**src/rtl/reset_sequencer.sv**
```systemverilog
// Reset sequencer: debounces the shared board reset line, releases four stage resets in order,
// and drives a software-requested pulse onto the line. Optional RESET_CAUSE_EN adds rst_cause.
module reset_sequencer #(
  parameter int DEBOUNCE_LEN = 16,
  parameter int STAGE_GAP    = 64,
  parameter int SW_PULSE_LEN = 256
) (
  input  logic       clk,
  input  logic       reset_n,
  input  logic       clk_ok,
  input  logic       reset_line_n,
  output logic       reset_drive_n,
  input  logic       sw_rst_req,
  output logic       sw_rst_ack,
  output logic [3:0] stage_reset,
  output logic       busy
`ifdef RESET_CAUSE_EN
  ,
  output logic [1:0] rst_cause
`endif
);

  localparam int CW   = $clog2(DEBOUNCE_LEN + 1);
  localparam int TMAX = (STAGE_GAP > SW_PULSE_LEN) ? STAGE_GAP : SW_PULSE_LEN;
  localparam int TW   = (TMAX > 1) ? $clog2(TMAX) : 1;

  localparam logic [CW-1:0] DB_MAX     = CW'(DEBOUNCE_LEN);
  localparam logic [TW-1:0] GAP_LOAD   = TW'(STAGE_GAP - 1);
  localparam logic [TW-1:0] PULSE_LOAD = TW'(SW_PULSE_LEN - 1);

  typedef enum logic [1:0] {HOLD, RELEASE, RUN, PULSE} state_e;

  state_e          state_q, state_d;
  logic            sync1_q, sync1_d, sync2_q, sync2_d;
  logic [CW-1:0]   cnt_q, cnt_d;
  logic            ext_req_q, ext_req_d;
  logic [TW-1:0]   timer_q, timer_d;
  logic [1:0]      idx_q, idx_d;
  logic [3:0]      stage_q, stage_d;
  logic            ack_q, ack_d;
  logic            drive_n_q, drive_n_d;

  // Debounce is frozen during our own pulse so the looped-back line never looks external.
  always_comb begin
    sync1_d = reset_line_n;
    sync2_d = sync1_q;
    cnt_d   = cnt_q;
    if (state_q == PULSE || sync2_q) cnt_d = '0;
    else if (cnt_q != DB_MAX)        cnt_d = cnt_q + CW'(1);
    ext_req_d = (cnt_d == DB_MAX);
  end

  always_comb begin
    state_d = state_q;
    timer_d = timer_q;
    idx_d   = idx_q;
    stage_d = stage_q;
    ack_d   = 1'b0;
    unique case (state_q)
      HOLD: begin
        stage_d = 4'b1111;
        if (clk_ok && !ext_req_q) begin
          state_d = RELEASE;
          timer_d = GAP_LOAD;
          idx_d   = 2'd0;
        end
      end
      RELEASE: begin
        if (!clk_ok || ext_req_q) begin
          state_d = HOLD;
          stage_d = 4'b1111;
        end else if (timer_q == '0) begin
          stage_d[idx_q] = 1'b0;
          idx_d          = idx_q + 2'd1;
          timer_d        = GAP_LOAD;
          if (idx_q == 2'd3) state_d = RUN;
        end else begin
          timer_d = timer_q - TW'(1);
        end
      end
      RUN: begin
        stage_d = 4'b0000;
        if (!clk_ok || ext_req_q) begin
          state_d = HOLD;
          stage_d = 4'b1111;
        end else if (sw_rst_req) begin
          state_d = PULSE;
          stage_d = 4'b1111;
          timer_d = PULSE_LOAD;
          ack_d   = 1'b1;
        end
      end
      PULSE: begin
        // Runs to completion regardless of clk_ok.
        stage_d = 4'b1111;
        if (timer_q == '0) state_d = HOLD;
        else               timer_d = timer_q - TW'(1);
      end
      default: state_d = HOLD;
    endcase
    drive_n_d = (state_d != PULSE);
  end

  always_ff @(posedge clk) begin
    if (!reset_n) begin
      state_q   <= HOLD;
      sync1_q   <= 1'b0;
      sync2_q   <= 1'b0;
      cnt_q     <= '0;
      ext_req_q <= 1'b0;
      timer_q   <= '0;
      idx_q     <= 2'd0;
      stage_q   <= 4'b1111;
      ack_q     <= 1'b0;
      drive_n_q <= 1'b1;
    end else begin
      state_q   <= state_d;
      sync1_q   <= sync1_d;
      sync2_q   <= sync2_d;
      cnt_q     <= cnt_d;
      ext_req_q <= ext_req_d;
      timer_q   <= timer_d;
      idx_q     <= idx_d;
      stage_q   <= stage_d;
      ack_q     <= ack_d;
      drive_n_q <= drive_n_d;
    end
  end

  assign stage_reset   = stage_q;
  assign busy          = (state_q != RUN);
  assign sw_rst_ack    = ack_q;
  assign reset_drive_n = drive_n_q;

`ifdef RESET_CAUSE_EN
  logic [1:0] cause_q, cause_d;

  // Pulse completion re-enters HOLD but keeps the software cause; clk_ok loss outranks the line.
  always_comb begin
    cause_d = cause_q;
    if (state_d == PULSE && state_q != PULSE)
      cause_d = 2'b11;
    else if (state_d == HOLD && (state_q == RELEASE || state_q == RUN))
      cause_d = clk_ok ? 2'b10 : 2'b01;
  end

  always_ff @(posedge clk) begin
    if (!reset_n) cause_q <= 2'b00;
    else          cause_q <= cause_d;
  end

  assign rst_cause = cause_q;
`endif

endmodule

```
**config.mk**
```make
export PLATFORM = sky130hd
export DESIGN_NAME = reset_sequencer
export DESIGN_NICKNAME = d
export VERILOG_FILES = /design/src/rtl/reset_sequencer.sv
export SDC_FILE = /design/constraint.sdc
export NUM_CORES = 1
export LEC_CHECK = 0
export ABC_AREA = 1
export BUFFER_PORTS_ARGS = -buffer_cell sky130_fd_sc_hd__buf_2
export CAP_MARGIN = 20
export CORE_ASPECT_RATIO = 0.6
export CORE_UTILIZATION = 50
export CTS_CLUSTER_SIZE = 8
export DETAILED_ROUTE_END_ITERATION = 10
export PLACE_DENSITY = 0.68
export SLEW_MARGIN = 10
export SYNTH_ARGS = -nofsm -noshare
export SYNTH_HDL_FRONTEND = slang
export SYNTH_SLANG_ARGS = --single-unit
```
**constraint.sdc**
```tcl
create_clock -name clk -period 1.9 [get_ports clk]
set_input_delay 0.38 -clock clk [delete_from_list [all_inputs] [get_ports clk]]
set_output_delay 0.38 -clock clk [all_outputs]
set_load 0.03 [all_outputs]
```
==> key figures, run 1 <==
Pwr
  – PnR Total Power: between 1 and 1.5 mW
  – Internal cell power: 0.969 mW
  – Clock share of power: 0.334
  – Cell area power density: ~770 mW/mm²
  – Leakage power summed over all cells: between 0.8 and 0.9 nW
  – Net load switching power: 0.435 mW
  – Register share of total power: 0.436
  – Worst ir drop on vdd: between 0.3 and 0.4 mV
  – Net Sw Frac: 0.310
  – Combinational share of power: 0.231

STA
  – RSZ-0062 raised after global routing: no
  – Final Setup Violations: 0
  – Shortest clock period the worst path allows after layout: around 1.8 ns
  – Post-route setup TNS: 0 ns
  – Max-slew violation count: 0
  – Highest clock frequency the design can meet: approximately 560 MHz
  – Crit path setup slack, layout: between 0.1 and 0.15 ns
  – Period utilization: 0.937
  – Number of hold violations in the final report: 0
  – Worst slew slack as a fraction of its limit: 0.718
  – Final worst clock skew: 0.00213 ns
  – Transition time of the tightest slew-check pin: ~0.42 ns

Clock tree
  – Insertion delay of the later-clocked pin in the worst-skew pair: ~0.28 ns
  – Post-CTS Hold Fix Bufs: 0
  – Clock tree buffer depth: 2
  – CTS HTree Levels: 1
  – Clock transition at the registers of the reported paths: ~0.09 ns
  – Root cell of the clock tree: clkbuf_8
  – Clock sink count: 26
  – CTS tree: built
  – Cts bufs inserted: 3

Critical path
  – Worst r2r path cells: 8
  – Destination of the critical timing path: busy
  – Reg-to-Reg Start: state_q[1]
  – Data arrival time of the critical path: roughly 1.4 ns
  – Crit end category: output pin
  – Worst setup startpoint: state_q[0]
  – Register-to-register setup slack: around 0.18 ns
  – Data required, critical path: roughly 1.5 ns
  – Category of the critical setup timing path: register to output pin
  – Largest driver fanout on the critical path: 6
  – Critical Path Source Type: register
  – Capturing point of the worst reg2reg path: timer_q[2]

Flow run
  – Max Cap Violations: 0

Synthesis
  – Most frequent cells after synthesis: nand2_1 (46), dfxtp_1 (26), inv_1 (24), nor2_1 (24), nand3_1 (15)
  – Synth Area in Adders: 0.100
  – Area fraction of the dominant cell type after synthesis: 0.320
  – Main combinational cell family by area after synthesis: simple AND/OR/NAND/NOR gates
  – Top FF cell, synth: dfxtp_1
  – Number of cells produced by synthesis: around 230
  – Count leader, synth: nand2_1
  – Async set-or-reset flop fraction in the synthesized netlist: 0
  – Total number of yosys warnings: 0
  – Count of distinct cell types in the synthesized netlist: 29
  – Flop and latch count out of synthesis: 26
  – Dominant cell type by area after synthesis: dfxtp_1
  – Synth area leaders: dfxtp_1 (32%), nand2_1 (11%), ha_1 (10%)
  – Fraction of the mapped netlist area in compound gates: 0.124
  – Number of nets produced by synthesis: approximately 240
  – Post-Syn Area per Cell: slightly above 7 µm²
  – Fraction of the mapped netlist area in simple logic gates: 0.342
  – Mux share of post-synthesis cell area: 0
  – Number of enable flip-flop cells after synthesis: 0
  – Register area share after synthesis: 0.320
  – Parity-gate share of the synthesized area counting xor and xnor cells: 0.0269
  – Netlist area before placement: 0.00163 mm²

Floorplan
  – Overall die area: 0.00349 mm²
  – Io pins: 12
  – Effective utilization at floorplan: 0.545
  – Die Height: around 46 µm
  – Core footprint: ~0.0030 mm²
  – Die X-Extent: 75.6 µm
  – Standard-cell row count: 15

Layout
  – Syn-to-layout area delta: 12.4%
  – Final-stage net count: 260
  – Fraction of final layout cells sized beyond drive strength 1: 0.216
  – Number of fill cells in the layout: 271
  – Antenna Diode Count: 0

Min path
  – Tightest Hold Check Type: primary input to register
  – Critical hold path startpoint: reset_line_n

Route
  – Number of DRC violations after detailed routing: 0
  – Antenna viol nets, final: 0
  – Mean routed wirelength per cell: about 12 µm
  – Post-DR vias/cell: approximately 5.0
  – Detailed Route WL: 3.42 mm
  – Number of search-and-repair iterations in the first detailed-routing pass: 4
  – Via count: approximately 1,400
  – Drt first-iter violations: 74

Global route
  – Largest net degree at the start of global routing: 16
  – Global-route usage over all layers: 0.222
  – Number of antenna violations at the first check in global routing: 0
  – Number of global-route vias before repair: around 1,200
  – Total congestion overflow after global routing: 0
  – Wire length of the first global-routing pass: about 5.7 mm

Placed design
  – RePlAce Congestion: ~0.97
  – HPWL reported at the end of detailed placement: 2.67 mm
  – Port Buf Inserts: 11
  – Pre-CTS worst setup slack: 0.128 ns

Outcome
  – Outcome: finished, final reports clean
-- critical path, cell delays in order, from the launching register on --
cell,delay [ns]
dfxtp_2,0.36
inv_1,0.13
ha_2,0.28
inv_2,0.06
buf_4,0.13
buf_2,0.17
-- cell type report --
class	count	area, µm²	share of cell area
multi-input cells	162	966	0.528
well taps	42	52.6	0.0287
inverters	34	130	0.0712
repair buffers	15	85.1	0.0465
clock buffers	3	41.3	0.0226
flip-flops and latches	26	523	0.286
clock inverters	1	30.0	0.0164
-- state kept, by name, indices dropped and copies added (netlist names) --
register       count
timer_q            8
reset_drive_n      1
stage_reset        4
ext_req_q          1
state_q            2
sw_rst_ack         1
cnt_q              5
sync2_q            1
sync1_q            1
idx_q              2
-- power by group through the flow --
stage / Combinational, mW / Clock [mW] / Sequential [mW]
3_3_place_gp: 0.323 / 0 / 0.625
5_1_grt: 0.365 / 0.491 / 0.617
6_report: 0.324 / 0.468 / 0.612
3_5_place_dp: 0.319 / 0 / 0.624
2_1_floorplan: 0.232 / 0 / 0.636
4_1_cts: 0.321 / 0.474 / 0.611
-- how the worst min path moves through the flow --
stage / endpoint / slack, ns / depth (start not counted)
after floorplan: sync2_q / 0.39 / 2
after global placement: sync2_q / 0.40 / 2
after detailed placement: sync2_q / 0.40 / 2
after CTS: sync1_q / 0.28 / 3
after global routing: sync1_q / 0.28 / 3
final: sync1_q / 0.28 / 3
-- per-layer routing --
layer / global-route usage / up-vias / routed length [µm]
met3: 0.0525 / 2 / 186
met4: 0.0222 / 0 / 4
met5: 0 / - / 0
met2: 0.302 / 39 / 1210
met1: 0.352 / 616 / 2020
li1: - / 748 / -
-- logic make-up after synthesis --
family,count (synthesis)
simple gates,108
compound gates,36
flops,26
buf+inv,37
xor+xnor,5
fa+ha+maj,13
-- cells in the final DEF, fill, tap and decap left out, types with 5 or more instances in the layout --
cell / n
nor2_1: 24
inv_2: 9
buf_2: 11
nand4_1: 5
inv_1: 24
dfxtp_1: 24
ha_1: 12
o21ai_0: 9
a21oi_1: 13
nand3_1: 15
o21ai_1: 9
nand2_1: 46
-- metrics by stage --
| step | util | hold WS [ns] | cell area, µm² | cells |
|---|---|---|---|---|
| after global routing | 0.613 | 0.283 | 1830 | 283 |
| final | 0.613 | 0.277 | 1830 | 283 |
| after floorplan | - | 0.390 | 1630 | 225 |
| after CTS | 0.611 | 0.277 | 1820 | 283 |
| after detailed placement | 0.587 | 0.403 | 1750 | 279 |
| after global placement | 0.587 | 0.397 | 1750 | 279 |
-- timing repair --
item	in CTS	in global routing
buffers inserted	0	0
gates resized for setup	0	3
setup endpoints to repair	0	12
(Power assumes the default switching activity.)
==> run 2: changes to the inputs <==
--- a/config.mk
+++ b/config.mk
@@ -8,11 +8,13 @@
 export ABC_AREA = 1
 export BUFFER_PORTS_ARGS = -buffer_cell sky130_fd_sc_hd__buf_2
 export CAP_MARGIN = 20
+export CELL_PAD_IN_SITES_DETAIL_PLACEMENT = 1
+export CELL_PAD_IN_SITES_GLOBAL_PLACEMENT = 1
 export CORE_ASPECT_RATIO = 0.6
-export CORE_UTILIZATION = 50
+export CORE_UTILIZATION = 43
 export CTS_CLUSTER_SIZE = 8
 export DETAILED_ROUTE_END_ITERATION = 10
-export PLACE_DENSITY = 0.68
+export PLACE_DENSITY_LB_ADDON = 0.1
 export SLEW_MARGIN = 10
 export SYNTH_ARGS = -nofsm -noshare
 export SYNTH_HDL_FRONTEND = slang
==> run 2 against run 1 <==
Net effect: die area rose by 16%; sequential power barely moved; clock-buffer cell count did not move; design area fell by 0.27%; clock power barely moved; critical path depth fell by 1; final cell count rose by 0.35%; via count rose by 5.4%; setup slack improved by 0.014 ns; total power rose by 0.87%; largest power group unchanged; highest routed layer unchanged.
==> key figures, run 2 (same netlist as run 1, synthesis figures left out) <==
Layout
  – Antenna Diode Count: 0 (unchanged)
  – Flip-flop count of the largest register after layout: 8 (unchanged)
  – Most common cell after layout, fill and taps aside: nand2_1
  – Area used by sequential logic in the layout: 524 µm² (+0.24%)
  – Leading cell types in the layout, fill and taps excluded: nand2_1 (46), dfxtp_1 (25), inv_1 (24), nor2_1 (24), nand3_1 (15)
  – Area taken by multi-input logic gates: 968 µm² (+0.26%)
  – Number of fill cells in the layout: 456 (+68%)
  – Final-stage net count: 258 (-0.77%)
  – Fraction of final layout cells sized beyond drive strength 1: 0.209 (-0.00656)
  – Syn-to-layout area delta: 12.1%
  – Top register by number of flip-flops: timer_q

Pwr
  – Clock share of power: 0.331 (-0.003)
  – Combinational share of power: 0.237 (+0.006)
  – Cell area power density: 777 mW/mm² (+1.1%)
  – Net Sw Frac: 0.316 (+0.00598)
  – Net load switching power: 0.447 mW (+2.8%)
  – PnR Total Power: 1.42 mW (+0.87%)
  – Leakage power summed over all cells: 0.831 nW (-1.2%)
  – Register share of total power: 0.432 (-0.004)
  – Worst ir drop on vdd: 0.419 mV (+15%)
  – Internal cell power: 0.969 mW (about the same)

STA
  – Shortest clock period the worst path allows after layout: 1.77 ns (-0.0139 ns)
  – Post-route setup TNS: 0 ns (unchanged)
  – Transition time of the tightest slew-check pin: 0.400 ns (-0.0211 ns)
  – RSZ-0062 raised after global routing: no
  – Crit path setup slack, layout: 0.134 ns (+0.0139 ns)
  – Worst slew slack as a fraction of its limit: 0.732 (+0.0141)
  – Final Setup Violations: 0 (unchanged)
  – Number of hold violations in the final report: 0 (unchanged)
  – Period utilization: 0.929 (-0.00730)
  – Final worst clock skew: 0.00484 ns (+0.00270 ns)
  – Max-slew violation count: 0 (unchanged)
  – Highest clock frequency the design can meet: 566 MHz (+0.79%)

Clock tree
  – CTS HTree Levels: 1 (unchanged)
  – Root cell of the clock tree: clkbuf_8
  – CTS tree: built
  – Post-CTS Hold Fix Bufs: 0 (unchanged)
  – Cts bufs inserted: 3 (unchanged)
  – Insertion delay of the later-clocked pin in the worst-skew pair: 0.28 ns (about the same)
  – Clock sink count: 26 (unchanged)
  – Clock tree buffer depth: 2 (unchanged)
  – Clock transition at the registers of the reported paths: 0.10 ns (about the same)
  – Post-CTS Setup Inserts: 0 (unchanged)

Global route
  – Wire length of the first global-routing pass: 7.06 mm (+23%)
  – Total congestion overflow after global routing: 0 (unchanged)
  – Largest net degree at the start of global routing: 16 (unchanged)
  – Number of global-route vias before repair: 1,431 (+19%)
  – Global-route usage over all layers: 0.230 (+0.00794)
  – Number of antenna violations at the first check in global routing: 0 (unchanged)

Flow run
  – Max Cap Violations: 0 (unchanged)

Route
  – Post-DR vias/cell: 5.21 (+5.0%)
  – Via count: 1,481 (+5.4%)
  – Number of search-and-repair iterations in the first detailed-routing pass: 4 (unchanged)
  – Drt first-iter violations: 57 (-23%)
  – Antenna viol nets, final: 0 (unchanged)
  – Detailed Route WL: 4.13 mm (+21%)
  – Mean routed wirelength per cell: 14.5 µm (+20%)
  – Number of DRC violations after detailed routing: 0 (unchanged)

Placed design
  – RePlAce Congestion: 0.908 (-6.3%)
  – Pre-CTS worst setup slack: -0.0244 ns (-0.153 ns)
  – HPWL reported at the end of detailed placement: 3.23 mm (+21%)
  – Port Buf Inserts: 11 (unchanged)

Floorplan
  – Die X-Extent: 81.4 µm (+7.6%)
  – Io pins: 12 (unchanged)
  – Die Height: 49.6 µm (+7.5%)
  – Standard-cell row count: 16 (+1)
  – Overall die area: 0.00404 mm² (+16%)
  – Effective utilization at floorplan: 0.475 (-0.0699)
  – Core footprint: 0.00342 mm² (+15%)

Critical path
  – Data arrival time of the critical path: 1.39 ns (about the same)
  – Largest driver fanout on the critical path: 8 (+2)
  – Category of the critical setup timing path: register to output pin
  – Data required, critical path: 1.52 ns (about the same)
  – Critical Path Source Type: register
  – Crit end category: output pin

Outcome
  – Outcome: finished, final reports clean

Min path
  – Tightest Hold Check Type: primary input to register
run 2: cell types whose count changed in the layout (fill, tap and decap cells not counted), sizes merged:
cell  change
buf       -2
run 2: through the flow:
stage	area, µm²	utilization	hold WS [ns]	instances
finish	1820	0.533	0.293	284
global route	1820	0.533	0.312	284
CTS	1810	0.530	0.295	284
detailed placement	1740	0.508	0.419	280
global placement	1740	0.508	0.395	280
floorplan	1630	-	0.390	225
run 2: power by group through the flow:
stage	combinational, mW	clock [mW]	sequential (mW)
4_1_cts	0.333	0.482	0.612
3_3_place_gp	0.320	0	0.622
6_report	0.336	0.469	0.612
5_1_grt	0.377	0.506	0.616
3_5_place_dp	0.331	0	0.625
2_1_floorplan	0.232	0	0.636
run 2: final timing paths:
check                from    endpoint  slack (ns)  cells past startpoint
max            state_q[0]        busy        0.13                      4
min          reset_line_n     sync1_q        0.29                      3
max reg2reg    state_q[0]  timer_q[2]        0.15                      8
min reg2reg       sync1_q     sync2_q        0.44                      2
run 2: critical path, stage by stage (launching register included):
cell and delay (ns):
dfxtp_1 0.41, inv_1 0.12, ha_2 0.28, inv_2 0.10
buf_2 0.19
run 2: layout make-up:
| type | count | area share |
|---|---|---|
| Sequential cell | 26 | 0.288 |
| Inverter | 34 | 0.0728 |
| Clock buffer | 3 | 0.0226 |
| Timing Repair Buffer | 13 | 0.0384 |
| Tap cell | 45 | 0.0309 |
| Multi-Input combinational cell | 162 | 0.531 |
| Clock inverter | 1 | 0.0165 |
run 2: metal layers:
metal,vias to the layer above,share of wire,GRT usage
li1,748,-,-
met1,695,0.53,0.351
met2,33,0.41,0.332
met3,5,0.050,0.0444
met4,0,0.0051,0.0357
met5,-,0,0
run 2: timing repair:
item | in CTS | in global routing
pin swaps | 0 | 1
gates resized for setup | 1 | 4
endpoints found under the setup margin | 6 | 14
